[src/rtl/flap_input_if.sv]
// flap_input_if: button-conditioning bus between the player input block and
// the environment / physics stage.
//   btn_raw     : raw, asynchronous, bouncing button (1 = pressed)
//   frame_tick  : one-cycle strobe on the cycle physics samples flap_btn
//   flap_btn    : registered pending-flap level
//   btn_level   : debounced stable button level
//   press_count : count of debounced rising edges (wraps)
// master = environment side (drives button and tick), slave = flap_input.
interface flap_input_if;
  logic       btn_raw;
  logic       frame_tick;
  logic       flap_btn;
  logic       btn_level;
  logic [7:0] press_count;

  modport master (
    output btn_raw, frame_tick,
    input  flap_btn, btn_level, press_count
  );

  modport slave (
    input  btn_raw, frame_tick,
    output flap_btn, btn_level, press_count
  );
endinterface

[src/rtl/flap_input.sv]
// flap_input: turns the raw player push-button into the flap_btn level that
// the bird physics stage samples once per frame. The button is synchronised,
// debounced, edge-detected, and each press is held pending until the next
// frame_tick consumes it, so short presses are never lost.
//
// Ports:
//   clk   : system clock (single domain)
//   reset : synchronous, active-high reset
//   bus   : flap_input_if.slave (btn_raw, frame_tick in; flap_btn,
//           btn_level, press_count out)
//
// Optional feature macro: FLAP_AUTO_REPEAT_EN
//   Defined   : a held button re-arms a flap every REPEAT_FRAMES frame ticks.
//   Undefined : one flap per debounced press; no repeat counter is built.
module flap_input #(
  parameter int unsigned SYNC_STAGES     = 2,
  parameter int unsigned DEBOUNCE_CYCLES = 500000,
  parameter int unsigned CNT_W           = 20,
  parameter int unsigned REPEAT_FRAMES   = 8
) (
  input  logic         clk,
  input  logic         reset,
  flap_input_if.slave  bus
);

  if (SYNC_STAGES < 2) begin : g_chk_sync
    $error("flap_input: SYNC_STAGES must be at least 2");
  end
  if (DEBOUNCE_CYCLES < 2) begin : g_chk_deb
    $error("flap_input: DEBOUNCE_CYCLES must be at least 2");
  end
  if ((DEBOUNCE_CYCLES >> CNT_W) != 0) begin : g_chk_cnt
    $error("flap_input: CNT_W too narrow for DEBOUNCE_CYCLES");
  end
  if (REPEAT_FRAMES < 1 || REPEAT_FRAMES > 16) begin : g_chk_rep
    $error("flap_input: REPEAT_FRAMES must be in 1..16");
  end

  typedef enum logic {IDLE, ARMED} state_e;

  logic [SYNC_STAGES-1:0] sync_q;
  logic                   sync;
  logic                   stable_q, stable_d;
  logic                   stable_dly_q;
  logic [CNT_W-1:0]       cnt_q, cnt_d;
  logic                   press;
  logic                   trigger;
  state_e                 state_q;
  logic                   flap_q;
  logic [7:0]             count_q;

  // Sync chain and stable level reset to 1 so a button held through reset
  // is not seen as a press; a release followed by a new press is needed.
  always_ff @(posedge clk) begin
    if (reset) sync_q <= '1;
    else       sync_q <= {sync_q[SYNC_STAGES-2:0], bus.btn_raw};
  end

  assign sync = sync_q[SYNC_STAGES-1];

  always_comb begin
    stable_d = stable_q;
    cnt_d    = cnt_q;
    if (sync == stable_q) begin
      cnt_d = '0;
    end else if (cnt_q == CNT_W'(DEBOUNCE_CYCLES - 1)) begin
      stable_d = sync;
      cnt_d    = '0;
    end else begin
      cnt_d = cnt_q + CNT_W'(1);
    end
  end

  always_ff @(posedge clk) begin
    if (reset) begin
      stable_q     <= 1'b1;
      stable_dly_q <= 1'b1;
      cnt_q        <= '0;
    end else begin
      stable_q     <= stable_d;
      stable_dly_q <= stable_q;
      cnt_q        <= cnt_d;
    end
  end

  assign press = stable_q & ~stable_dly_q;

`ifdef FLAP_AUTO_REPEAT_EN
  logic [3:0] rep_q;
  logic       auto_arm;

  // Auto-repeat always coincides with a frame_tick, so it follows the
  // press+tick rules: re-arms from IDLE, consumes-and-coalesces in ARMED.
  assign auto_arm = stable_q & bus.frame_tick & (rep_q == 4'(REPEAT_FRAMES - 1));

  always_ff @(posedge clk) begin
    if (reset)                              rep_q <= '0;
    else if (press || !stable_q || auto_arm) rep_q <= '0;
    else if (bus.frame_tick)                 rep_q <= rep_q + 4'd1;
  end

  assign trigger = press | auto_arm;
`else
  assign trigger = press;
`endif

  // flap_q is loaded alongside the state so it is a registered decode of it.
  always_ff @(posedge clk) begin
    if (reset) begin
      state_q <= IDLE;
      flap_q  <= 1'b0;
    end else begin
      case (state_q)
        IDLE: begin
          if (trigger) begin
            state_q <= ARMED;
            flap_q  <= 1'b1;
          end
        end
        ARMED: begin
          if (bus.frame_tick) begin
            state_q <= IDLE;
            flap_q  <= 1'b0;
          end
        end
        default: begin
          state_q <= IDLE;
          flap_q  <= 1'b0;
        end
      endcase
    end
  end

  always_ff @(posedge clk) begin
    if (reset)      count_q <= '0;
    else if (press) count_q <= count_q + 8'd1;
  end

  assign bus.flap_btn    = flap_q;
  assign bus.btn_level   = stable_q;
  assign bus.press_count = count_q;

endmodule

[src/flat_wrapper.sv]
// flat-port wrapper written by rule: the top's interface ports become plain ports
module flap_input_flat 
#(
  parameter int unsigned SYNC_STAGES     = 2,
  parameter int unsigned DEBOUNCE_CYCLES = 500000,
  parameter int unsigned CNT_W           = 20,
  parameter int unsigned REPEAT_FRAMES   = 8
)
  (clk, reset, bus_btn_raw, bus_frame_tick, bus_flap_btn, bus_btn_level, bus_press_count);
  flap_input_if bus_i ();
  input  logic clk;
  input  logic reset;
  input wire logic [$bits(bus_i.btn_raw)-1:0] bus_btn_raw;
  input wire logic [$bits(bus_i.frame_tick)-1:0] bus_frame_tick;
  output wire logic [$bits(bus_i.flap_btn)-1:0] bus_flap_btn;
  output wire logic [$bits(bus_i.btn_level)-1:0] bus_btn_level;
  output wire logic [$bits(bus_i.press_count)-1:0] bus_press_count;
  assign bus_i.btn_raw = bus_btn_raw;
  assign bus_i.frame_tick = bus_frame_tick;
  assign bus_flap_btn = bus_i.flap_btn;
  assign bus_btn_level = bus_i.btn_level;
  assign bus_press_count = bus_i.press_count;
  flap_input #(.SYNC_STAGES(SYNC_STAGES), .DEBOUNCE_CYCLES(DEBOUNCE_CYCLES), .CNT_W(CNT_W), .REPEAT_FRAMES(REPEAT_FRAMES)) u_core (.clk(clk), .reset(reset), .bus(bus_i));
endmodule
[config.mk]
export PLATFORM = sky130hd
export DESIGN_NAME = flap_input_flat
export DESIGN_NICKNAME = d
export VERILOG_FILES = /design/src/rtl/flap_input_if.sv /design/src/rtl/flap_input.sv /design/src/flat_wrapper.sv
export SDC_FILE = /design/constraint.sdc
export NUM_CORES = 1
export LEC_CHECK = 0
export ABC_AREA = 0
export CAP_MARGIN = 10
export CELL_PAD_IN_SITES_DETAIL_PLACEMENT = 2
export CELL_PAD_IN_SITES_GLOBAL_PLACEMENT = 2
export CORE_UTILIZATION = 27
export DETAILED_ROUTE_END_ITERATION = 8
export PLACE_DENSITY_LB_ADDON = 0.1
export SLEW_MARGIN = 10
export SYNTH_ARGS = -nofsm -noshare
export SYNTH_HDL_FRONTEND = slang
export SYNTH_SLANG_ARGS = --single-unit
[constraint.sdc]
create_clock -name clk -period 1.7 [get_ports clk]
set_clock_uncertainty 0.1 [all_clocks]
set_input_delay 0.34 -clock clk [delete_from_list [all_inputs] [get_ports clk]]
set_output_delay 0.34 -clock clk [all_outputs]
set_load 0.01 [all_outputs]
==> results.txt <==
status = complete, no violations
drt via density = 4.75
Max Slew Vio Count = 0
crit-path max FO = 6
cell depth of the worst hold path = 1
post-DP HPWL = 2.76 mm
Syn Nets = 164
core area = 5200 sq um
RSZ-0062 raised after global routing = true
synth top area cells = dfxtp_1, nor2_1, xor2_1, xnor2_1, nand4_1
sequential fraction of the synthesis area = 0.459
commonest non-fill, non-tap cells in the layout = nor2_1, buf_4, dfxtp_1
wire per inst = 15.3 um
Sink Count = 34
FILL cells = 576
CP Data Required Time = 1.81 ns
routed wire length = 4.21 mm
layout cells sized above 1 = 0.356
global-route wire length before repair = 6.79 mm
CTS Buffer Depth = 2
Post-synth ARST share = 0
row count = 26
Tot Pwr = 1600 uW
slew of the pin with the lowest slew margin = 0.323 ns
die area = 5790 sq um
Crit Path Class = register to register
IO Pins = 14
Pleak = 0.000797 uW
Yosys warnings = 0
Hold Vio Cnt, Final = 0
Setup TNS Final = 0 ns
routability congestion estimate = 0.734
Avg Synthesized Cell Area = 9.38 sq um
Clk Latency, worst-skew pair = 0.29 ns
area grow syn2layout = 44.3%
nets@finish = 211
Synth Register Bits = 34
main flop type after synthesis = dfxtp_1
# diodes = 0
max-cap viol count = 0
Syn Std Cell Area = 1480 sq um
hold_buf cts = 0
CP Launch Type = register
largest net degree at the start of global routing = 15
Final min period = 1.66 ns
total number of vias = 1306
Initial Util = 0.285
final setup fails = 0
Port Buffers = 13
initial antenna violation count = 0
worst r2r path cells = 4
GRT Total Usage = 0.148
Die X = 76.1 um
Slew headroom = 0.783
Clock Pin Slew Worst Setup and Hold Paths = 0.07 ns
cts bufs inserted = 5
gr ovfl total = 0
cell count after synthesis = 158
vias in the first global route = 1424
PD cells = 749 nW/um^2
H-tree levels = 2
Crit. End Element = register
TritonCTS clock tree = done
Die Span Y = 76.1 um
Peak VDD IR = 0.269 mV
initial DRC count = 19
fmax = 603 MHz
cell accounting for the most synthesized area = dfxtp_1
clock root buffer = clkbuf_8
Hold Crit Class = register to register
ANT nets after route = 0
First-pass DRT Iterations = 4
Post-synth EDFFs = 0
Synth top area share = 0.459
final cycle utilization of the critical path = 0.975
drt drc = 0
synth unique cells = 34
Worst Path Arrival = 1.77 ns
synthesized netlist by cell type, types with 2 or more instances:
| cell type | n |
|---|---|
| xnor2_1 | 10 |
| nor2_1 | 30 |
| dfxtp_1 | 34 |
| o31ai_1 | 2 |
| and3_1 | 2 |
| nor3_1 | 3 |
| a21oi_1 | 5 |
| nor4_1 | 4 |
| or2_2 | 2 |
| mux2i_1 | 3 |
| nand2_1 | 7 |
| clkbuf_1 | 2 |
| nor2b_1 | 3 |
| ha_1 | 2 |
| nand3_1 | 6 |
| nand4_1 | 10 |
| o21ai_0 | 2 |
| and3_2 | 2 |
| inv_1 | 3 |
| xor2_1 | 11 |
| or4_1 | 2 |
through the flow:
step / hold WS (ns) / cells / setup slack [ns] / cell area (sq um) / utilization
3_5_place_dp: 0.309 / 262 / -0.0316 / 1860 / 0.357
2_1_floorplan: 0.289 / 158 / 0.0637 / 1480 / -
4_1_cts: 0.331 / 269 / 0.00335 / 1990 / 0.382
6_report: 0.323 / 275 / 0.0429 / 2140 / 0.411
3_3_place_gp: 0.296 / 262 / 0.0624 / 1860 / 0.357
5_1_grt: 0.336 / 275 / -0.0414 / 2140 / 0.411
flip-flops by register name, summed over array words and instances (netlist names):
signal and cells:
u_core.cnt_q 20, u_core.bus.press_count 8, u_core.sync_q 2, u_core.bus.btn_level 1, u_core.bus.flap_btn 1, u_core.stable_dly_q 1, u_core.state_q 1
final timing paths:
path,slack [ns],start,to
min,0.32,u_core.sync_q[0]$_SDFF_PP1_,u_core.sync_q[1]$_SDFF_PP1_
min reg2reg,0.32,u_core.sync_q[0]$_SDFF_PP1_,u_core.sync_q[1]$_SDFF_PP1_
max reg2reg,0.04,u_core.cnt_q[12]$_SDFF_PP0_,u_core.cnt_q[19]$_SDFF_PP0_
max,0.04,u_core.cnt_q[12]$_SDFF_PP0_,u_core.cnt_q[19]$_SDFF_PP0_
cell families (layout without fill, tap and decap cells):
family / count (synthesis) / count (layout) / synth area share
compound gates: 12 / 12 / 0.0591
xor+xnor: 21 / 21 / 0.124
fa+ha+maj: 2 / 2 / 0.0169
buf+inv: 7 / 54 / 0.0253
flops: 34 / 34 / 0.459
mux: 3 / 3 / 0.0203
simple gates: 79 / 79 / 0.295
routing by layer:
layer,GRT usage,vias up,wire length (um)
met1,0.180,648,1940
met3,0.0359,5,91
li1,-,642,-
met4,0.0577,0,47
met5,0,-,0
met2,0.252,11,2130
area by class of cell:
type | count | area (sq um) | share of cell area
multi-input combinational | 117 | 853 | 0.399
sequential | 34 | 699 | 0.327
timing repair buffer | 44 | 373 | 0.174
tap | 70 | 87.6 | 0.0410
clock buffer | 6 | 82.6 | 0.0386
clock inverter | 1 | 30.0 | 0.0141
inverter | 3 | 11.3 | 0.00527
power breakdown:
part	total [uW]	internal, uW	switching [uW]	leakage (uW)
Sequential	799	797	1.74	0.000280
Clock	769	469	300	0.0000573
Combinational	31.6	16.6	15.0	0.000459
Total	1600	1280	317	0.000797
timing repair:
action,CTS,global route
gates cloned,0,1
hold endpoints to repair,0,0
pin swaps,0,4
buffers inserted,0,5
setup endpoints to repair,6,23
gates resized for setup,7,27
worst max-delay path: stages, from the launching register on:
cell     delay, ns
dfxtp_2       0.40
nand3_1       0.14
or2_4         0.28
or4_4         0.49
a21oi_1       0.16
Note: power is estimated with default switching activity, not from simulation.
